## config.mk

```make
export PLATFORM = sky130hd
export DESIGN_NAME = branch_resolve
export DESIGN_NICKNAME = d
export VERILOG_FILES = /design/src/rtl/branch_resolve.sv
export SDC_FILE = /design/constraint.sdc
export NUM_CORES = 1
export LEC_CHECK = 0
export ABC_AREA = 1
export CAP_MARGIN = 20
export CORE_MARGIN = 2
export CORE_UTILIZATION = 55
export CTS_CLUSTER_SIZE = 30
export DETAILED_ROUTE_END_ITERATION = 8
export PLACE_DENSITY = 0.93
export SKIP_CTS_REPAIR_TIMING = 1
export SLEW_MARGIN = 40
export SYNTH_ARGS = -nofsm -noshare
export SYNTH_HDL_FRONTEND = slang
export SYNTH_SLANG_ARGS = --single-unit
export TNS_END_PERCENT = 50
```

## constraint.sdc

```tcl
create_clock -name clk_w_i -period 3.07 [get_ports clk_w_i]
set_input_delay 0.307 -clock clk_w_i [delete_from_list [all_inputs] [get_ports clk_w_i]]
set_output_delay 0.307 -clock clk_w_i [all_outputs]
set_load 0.005 [all_outputs]
```

## src/rtl/branch_resolve.sv

```systemverilog
// branch_resolve: resolves br/jal/jalr ops one cycle after acceptance and
// drives a multi-cycle pipeline flush on mispredict.
// Optional feature macro: BRANCH_STATS_EN adds the br/mispredict counters.
// Handshake: an op transfers on a rising edge where valid_w_i_h and
// ready_w_o_h are both 1; ready never depends on valid, and the result
// appears as a single-cycle valid_w_o_h pulse on the following cycle.
module branch_resolve #(
  parameter int FLUSH_CYCLES = 2,
  parameter int STAT_W       = 32
) (
  input  logic        clk_w_i,
  input  logic        rst_w_i_h,
  input  logic        valid_w_i_h,
  output logic        ready_w_o_h,
  input  logic        br_w_i_h,
  input  logic        jal_w_i_h,
  input  logic        jalr_w_i_h,
  input  logic [2:0]  funct3_w_i,
  input  logic [31:0] pc_w_i,
  input  logic [31:0] imm_w_i,
  input  logic [31:0] rs1_w_i,
  input  logic        pred_taken_w_i_h,
  input  logic        eq_w_i_h,
  input  logic        lts_w_i_h,
  input  logic        ltu_w_i_h,
  input  logic        gtes_w_i_h,
  input  logic        gteu_w_i_h,
  output logic        valid_w_o_h,
  output logic        taken_w_o_h,
  output logic [31:0] target_w_o,
  output logic [31:0] link_w_o,
  output logic [31:0] redirect_pc_w_o,
  output logic        flush_w_o_h,
  output logic        illegal_w_o_h,
  output logic        misalign_w_o_h,
`ifdef BRANCH_STATS_EN
  output logic [STAT_W-1:0] br_cnt_w_o,
  output logic [STAT_W-1:0] mispred_cnt_w_o,
`endif
  output logic        state_dbg_w_o
);

  if (FLUSH_CYCLES < 1 || FLUSH_CYCLES > 15 || STAT_W < 1) begin : g_param_check
    $error("branch_resolve: FLUSH_CYCLES must be 1..15 and STAT_W >= 1");
  end

  typedef enum logic { IDLE = 1'b0, FLUSH = 1'b1 } state_t;

  state_t      state_q, state_d;
  logic [3:0]  cnt_q, cnt_d;
  logic        flush_d;

  logic        accept;
  logic        kind_jalr, kind_jal, kind_br;
  logic        cond, bad_f3, taken_c, mispred_c;
  logic [31:0] target_c, link_c, jalr_sum;

  assign ready_w_o_h   = !rst_w_i_h && (state_q == IDLE);
  assign accept        = valid_w_i_h && ready_w_o_h;
  assign state_dbg_w_o = (state_q == FLUSH);

  // Decode op kind, branch condition, target and mispredict for the offered op
  always_comb begin
    kind_jalr = jalr_w_i_h;
    kind_jal  = jal_w_i_h && !jalr_w_i_h;
    kind_br   = br_w_i_h && !jal_w_i_h && !jalr_w_i_h;
    cond      = 1'b0;
    bad_f3    = 1'b0;
    case (funct3_w_i)
      3'b000:  cond = eq_w_i_h;
      3'b001:  cond = !eq_w_i_h;
      3'b100:  cond = lts_w_i_h;
      3'b101:  cond = gtes_w_i_h;
      3'b110:  cond = ltu_w_i_h;
      3'b111:  cond = gteu_w_i_h;
      default: bad_f3 = 1'b1;
    endcase
    jalr_sum  = rs1_w_i + imm_w_i;
    link_c    = pc_w_i + 32'd4;
    target_c  = kind_jalr ? {jalr_sum[31:1], 1'b0} : (pc_w_i + imm_w_i);
    taken_c   = kind_jalr || kind_jal || (kind_br && cond);
    mispred_c = kind_jalr
             || (kind_jal && !pred_taken_w_i_h)
             || (kind_br && (taken_c != pred_taken_w_i_h));
  end

  // Next-state logic for the IDLE/FLUSH machine and its flush counter
  always_comb begin
    state_d = state_q;
    cnt_d   = cnt_q;
    flush_d = flush_w_o_h;
    case (state_q)
      IDLE: begin
        flush_d = 1'b0;
        if (accept && mispred_c) begin
          state_d = FLUSH;
          cnt_d   = 4'(FLUSH_CYCLES - 1);
          flush_d = 1'b1;
        end
      end
      FLUSH: begin
        if (cnt_q == 4'd0) begin
          state_d = IDLE;
          flush_d = 1'b0;
        end else begin
          cnt_d = cnt_q - 4'd1;
        end
      end
      default: begin
        state_d = IDLE;
        cnt_d   = 4'd0;
        flush_d = 1'b0;
      end
    endcase
  end

  // State register and flush output
  always_ff @(posedge clk_w_i) begin
    if (rst_w_i_h) begin
      state_q     <= IDLE;
      cnt_q       <= 4'd0;
      flush_w_o_h <= 1'b0;
    end else begin
      state_q     <= state_d;
      cnt_q       <= cnt_d;
      flush_w_o_h <= flush_d;
    end
  end

  // Result registers: captured on acceptance and held so redirect stays stable during flush
  always_ff @(posedge clk_w_i) begin
    if (rst_w_i_h) begin
      valid_w_o_h     <= 1'b0;
      taken_w_o_h     <= 1'b0;
      target_w_o      <= 32'h0;
      link_w_o        <= 32'h0;
      redirect_pc_w_o <= 32'h0;
      illegal_w_o_h   <= 1'b0;
      misalign_w_o_h  <= 1'b0;
    end else begin
      valid_w_o_h   <= accept;
      illegal_w_o_h <= accept && kind_br && bad_f3;
      if (accept) begin
        taken_w_o_h     <= taken_c;
        target_w_o      <= target_c;
        link_w_o        <= link_c;
        redirect_pc_w_o <= taken_c ? target_c : link_c;
        misalign_w_o_h  <= taken_c && target_c[1];
      end
    end
  end

`ifdef BRANCH_STATS_EN
  // Statistics: resolved br ops and mispredicts, wrapping at 2^STAT_W
  always_ff @(posedge clk_w_i) begin
    if (rst_w_i_h) begin
      br_cnt_w_o      <= '0;
      mispred_cnt_w_o <= '0;
    end else if (accept) begin
      if (kind_br)   br_cnt_w_o      <= br_cnt_w_o + 1'b1;
      if (mispred_c) mispred_cnt_w_o <= mispred_cnt_w_o + 1'b1;
    end
  end
`endif

endmodule
```

==> flow_summary.ini, run 1 <==
[place]
place.gp.congestion = 1.003
dp_cells = 2127
placed_area_sq_mm = 0.01214
portBuffers = 213
pre_cts_slack_ns = 0.07574
dp_hpwl_um = 30480

[grt]
met3_usage_pct = 4.930
globalRouteMet2Util_pct = 63.29
met1_usage_pct = 51.24
grt_max_degree = 68
grt_pass1_vias = 10960
grt_pass1_wl_um = 56110
grt_usage_pct = 38.73
antenna_found_initial = 0
grt-ovfl-total = 0
top_usage_layer = met2

[sta]
finClkSkew_ns = 0.005459
fin_ws_ns = 0.3388
fin_crit_sh_pct = 88.96
fmax_mhz = 366.1
relSlewSlack_pct = 54.49
final_hold_viol_count = 0
setup_violations = 0
fin_crit_ns = 2.731
slew_viol_final = 0
grt_setup_unrepaired = no
fin_setup_tns_ns = 0
worst_pin_slew_ns = 0.6827

[power_and_ir_drop]
power_frac_clock_pct = 24.6
p_seq_share_pct = 34.4
p_switching_mw = 1.689
pwr-share-comb_pct = 41.0
power.internal_mw = 2.880
power_density_mw_per_mm2 = 368.0
irDropWorstVdd_mv = 0.3629
switching_share_pct = 36.97
p_leak_nw = 6.415

[cells_and_area]
diodes = 0
final_area_sq_mm = 0.01242
n_fill_cell = 1563
areaGrowthSynthToFinish_pct = 26.70
drive_gt1_share_pct = 2.611
final_cells = 2140
layout.nets = 2089

[critical_path]
cp_max_fo = 5
startpoint_type = input pin
worst_setup_path_end_kind = flop
worstSetupPathType = in -> reg
worstPathArrival_ns = 2.95
worstPathRequired_ns = 3.29

[cts]
clock_sinks = 106
clk_latency_ns = 0.35
clk_pin_slew_ns = 0.07
cts_tree = built
h-tree-depth = 3
clockBufferDepth = 2
cts_buffers = 9
clock-root-buffer = clkbuf_16

[die]
io_pins = 214
start_util_pct = 56.46
die_h_um = 137.5
die_area_sq_mm = 0.01890
core_sq_mm = 0.01736
die_x_um = 137.5
rows = 48

[logic_synthesis]
avgSynthCellArea_sq_um = 5.697
syn_nets = 1896
synth.most_common_cell = nand2_1
synth-seq-area-share_pct = 21.65
ys_top_cells_by_count = nand2_1 (631), inv_1 (269), nand3_1 (153)
ys_ff_latch = 106
synth_area_leaders = nand2_1 (24%), dfxtp_1 (22%), inv_1 (10%)
ys.flop_type = dfxtp_1
synthArstFlopShare_pct = 0
synth_top_cell_by_area = nand2_1
ys_types = 46
ys_warn_count = 0
synth_top_area_share_pct = 24.17
synthCells = 1720
syn_area_sq_mm = 0.009799
synth_edf_count = 0

[drt]
routedWlPerCell_um = 17.43
via_count = 12170
drtIter0Drc = 1339
routed_wl_um = 37300
first_pass_iters = 7
drcViolationCount = 0
antenna_left = 0
routed_via_density = 5.687

[flow_run]
maxCapViolCount = 0

[worst_hold_path]
hold_path.class = reg -> reg

[run_status]
status = finished clean
cell families after synthesis:
group                      count (synthesis)  synth area share (%)
and+or+nand+nor                         1010                 43.07
buffers and inverters                    311                 12.14
AOI/OAI and AO/OA                        190                 11.21
DFF                                      106                 21.65
adders and majority gates                 65                 8.453
xor gates and xnor gates                  38                 3.473
area by class of cell:
class                           count  area [sq um]  area share, %
Inverter                          271          1017          8.193
Multi-Input combinational cell   1303          6492          52.29
Tap cell                          225         281.5          2.267
Clock inverter                      4         52.55         0.4233
Sequential cell                   106          2122          17.09
Clock buffer                        9         225.2          1.814
Timing Repair Buffer              222          2225          17.92
layer usage:
| metal | wire length [um] | up-vias |
|---|---|---|
| li1 | - | 5831 |
| met1 | 15050 | 5500 |
| met2 | 16850 | 716 |
| met3 | 3786 | 124 |
| met4 | 1613 | 0 |
| met5 | 0 | - |
worst max-delay path, stage by stage:
cell and delay, ns:
clkdlybuf4s50_1 0.45, ha_1 0.27, fa_1 0.46, nand3_1 0.12, nand3_1 0.24, nand2_1 0.18
nand2_1 0.12, nand2_1 0.08, nand2_1 0.09, o21ai_0 0.31, nand3_1 0.15, nand2_1 0.10
a21oi_1 0.06
sequential cells by signal, summed over array words and instances (netlist names):
signal,count
valid_w_o_h,1
link_w_o,32
illegal_w_o_h,1
cnt_q,4
misalign_w_o_h,1
redirect_pc_w_o,32
target_w_o,32
state_dbg_w_o,1
taken_w_o_h,1
flush_w_o_h,1
layout by cell type, fill, tap and decap left out, types with 5 or more instances in the layout:
cell and count:
clkbuf_16 9, a21oi_1 82, buf_4 7, nand3_1 153
a22o_1 19, inv_1 268, xnor2_1 13, nor3_1 17
nand4_1 21, nand2_1 630, ha_1 63, o21ai_0 47
clkdlybuf4s50_1 213, a31o_2 5, xor2_1 24, dfxtp_1 106
a31oi_1 15, nand3b_1 14, o21ai_1 8, nor2_1 148
or2_2 6
per-stage QoR:
| stage | utilization, % | hold WS [ns] | power (mW) |
|---|---|---|---|
| global route | 71.53 | 0.4731 | 4.789 |
| global placement | 69.93 | 0.4373 | 3.370 |
| finish | 71.53 | 0.4588 | 4.569 |
| detailed placement | 69.93 | 0.4482 | 3.407 |
| CTS | 71.53 | 0.4574 | 4.516 |
| floorplan | - | 0.3848 | 2.616 |
power groups by stage:
stage                     logic [mW]  registers, mW  clock network [mW]
after floorplan                 1.02           1.59                   0
after global placement          1.78           1.59                   0
after detailed placement        1.81           1.60                   0
after CTS                       1.83           1.57                1.12
after global routing            2.05           1.58                1.16
final                           1.87           1.57                1.13
worst paths after layout:
path,endpoint,start,cells after the start,slack [ns]
max,redirect_pc_w_o[14],pc_w_i[0],13,0.34
max reg2reg,redirect_pc_w_o[24],state_dbg_w_o,7,1.00
min reg2reg,redirect_pc_w_o[31],redirect_pc_w_o[31],2,0.46
min,redirect_pc_w_o[31],redirect_pc_w_o[31],2,0.46
Power figures use the tool's default switching activity.
==> run 2: changes to the inputs <==
--- a/config.mk
+++ b/config.mk
@@ -7,11 +7,13 @@
 export LEC_CHECK = 0
 export ABC_AREA = 1
 export CAP_MARGIN = 20
+export CELL_PAD_IN_SITES_DETAIL_PLACEMENT = 0
+export CELL_PAD_IN_SITES_GLOBAL_PLACEMENT = 2
 export CORE_MARGIN = 2
-export CORE_UTILIZATION = 55
+export CORE_UTILIZATION = 28
 export CTS_CLUSTER_SIZE = 30
 export DETAILED_ROUTE_END_ITERATION = 8
-export PLACE_DENSITY = 0.93
+export PLACE_DENSITY = 0.94
 export SKIP_CTS_REPAIR_TIMING = 1
 export SLEW_MARGIN = 40
 export SYNTH_ARGS = -nofsm -noshare
==> run 2 against run 1 <==
  * Non-clock buffer count is 17 higher
  * Clock skew is 0.0025 ns higher
  * Power is 2.1% higher
  * Largest power group unchanged
  * Clock power is 6% higher
  * Setup slack better by 0.019 ns
  * Die area is 93% higher
==> flow_summary.ini, run 2 (synthesized netlist as in run 1, its figures left out) <==
[worst_hold_path]
whs_endpoint = link_w_o[20]
hold_path.class = reg -> reg
worstHoldPathCells = 2
min-delay-start = link_w_o[20]

[sta]
relSlewSlack_pct = 51.61
fin_setup_tns_ns = 0
fin_crit_sh_pct = 88.35
final_hold_viol_count = 0
setup_violations = 0
finClkSkew_ns = 0.007999
slew_viol_final = 0
worst_pin_slew_ns = 0.7259
fin_crit_ns = 2.712
fmax_mhz = 368.7
grt_setup_unrepaired = no

[cells_and_area]
diodes = 0
top_regs = link_w_o x32, redirect_pc_w_o x32, target_w_o x32
layout.nets = 2106
final_area_sq_mm = 0.01284
finalCoreUtilization_pct = 37.17
areaGrowthSynthToFinish_pct = 31.01
n_fill_cell = 3923
final_cells = 2389
final_cell_mix = nand2_1 (630), inv_1 (268), clkdlybuf4s50_1 (213)
final_common_cell = nand2_1
drive_gt1_share_pct = 3.568

[critical_path]
worst-r2r-setup-slack_ns = 1.12
r2r_start = state_dbg_w_o
cp_max_fo = 5
r2r_cells = 7
worstPathRequired_ns = 3.30
worstSetupPathType = in -> reg
worst_setup_path_end_kind = flop
startpoint_type = input pin
worstPathArrival_ns = 2.95
r2r_end = link_w_o[22]

[drt]
routed_via_density = 4.777
antenna_left = 0
via_count = 11410
routed_wl_um = 41130
drcViolationCount = 0
routedWlPerCell_um = 17.22
first_pass_iters = 5
drtIter0Drc = 801

[grt]
grt-ovfl-total = 0
antenna_found_initial = 0
grt_pass1_vias = 10640
grt_pass1_wl_um = 61490
grt_usage_pct = 22.26
grt_max_degree = 68

[run_status]
status = finished clean

[power_and_ir_drop]
p_leak_nw = 6.501
power_density_mw_per_mm2 = 363.5
irDropWorstVdd_mv = 0.2301
power.total_mw = 4.667

[cts]
cts_buffers = 9
clock_sinks = 106
clockBufferDepth = 2
clk_latency_ns = 0.36
clock-root-buffer = clkbuf_16
h-tree-depth = 3
cts_tree = built
clk_pin_slew_ns = 0.07

[die]
die_h_um = 191.1
start_util_pct = 28.37
die_x_um = 191.1
io_pins = 214
rows = 68
die_area_sq_mm = 0.03651
core_sq_mm = 0.03454

[flow_run]
maxCapViolCount = 0

[place]
portBuffers = 213
dp_cells = 2374
dp_hpwl_um = 35150
placed_area_sq_mm = 0.01254
place.gp.congestion = 0.9428
run 2: per-stage QoR:
| stage | setup slack, ns | hold WS, ns |
|---|---|---|
| floorplan | 1.091 | 0.3848 |
| global placement | 0.005532 | 0.4406 |
| detailed placement | 0.02119 | 0.4405 |
| CTS | 0.4045 | 0.4542 |
| global route | 0.2463 | 0.4709 |
| finish | 0.3578 | 0.4521 |
run 2: cell type report:
class,count,area (sq um),area share (%)
inverter,271,1017,7.923
sequential,106,2122,16.53
multi-input combinational,1303,6492,50.57
tap,455,569.3,4.434
timing repair buffer,239,2340,18.22
clock inverter,6,72.57,0.5652
clock buffer,9,225.2,1.754
run 2: how the worst max path moves through the flow:
stage,from,end,slack (ns),cells past startpoint
final,pc_w_i[0],redirect_pc_w_o[14],0.36,13
after global routing,pc_w_i[0],redirect_pc_w_o[14],0.25,13
after CTS,pc_w_i[0],redirect_pc_w_o[14],0.40,13
after detailed placement,pc_w_i[0],redirect_pc_w_o[14],0.02,13
after global placement,pc_w_i[0],redirect_pc_w_o[14],0.006,13
after floorplan,pc_w_i[0],redirect_pc_w_o[4],1.09,9
run 2: per-layer routing:
layer | GRT usage (%) | share of wire (%) | vias up | routed length (um)
met5 | 0 | 0 | - | 0
met4 | 5.237 | 1.8 | 0 | 760
met3 | 1.891 | 5.2 | 38 | 2137
met2 | 36.58 | 45 | 333 | 18400
met1 | 31.41 | 48 | 5176 | 19830
li1 | - | - | 5865 | -
run 2: critical path: stages:
cell,delay (ns)
clkdlybuf4s50_1,0.42
ha_1,0.27
fa_1,0.47
nand3_1,0.12
nand3_1,0.23
nand2_1,0.16
nand2_1,0.11
nand2_1,0.08
nand2_1,0.15
o21ai_0,0.34
nand3_1,0.12
nand2_1,0.11
a21oi_1,0.06
run 2: power breakdown:
group / internal, mW / leakage (nW) / switching [mW]
clock: 0.639 / 0.143 / 0.565
sequential: 1.49 / 0.874 / 0.0747
combinational: 0.774 / 5.48 / 1.12
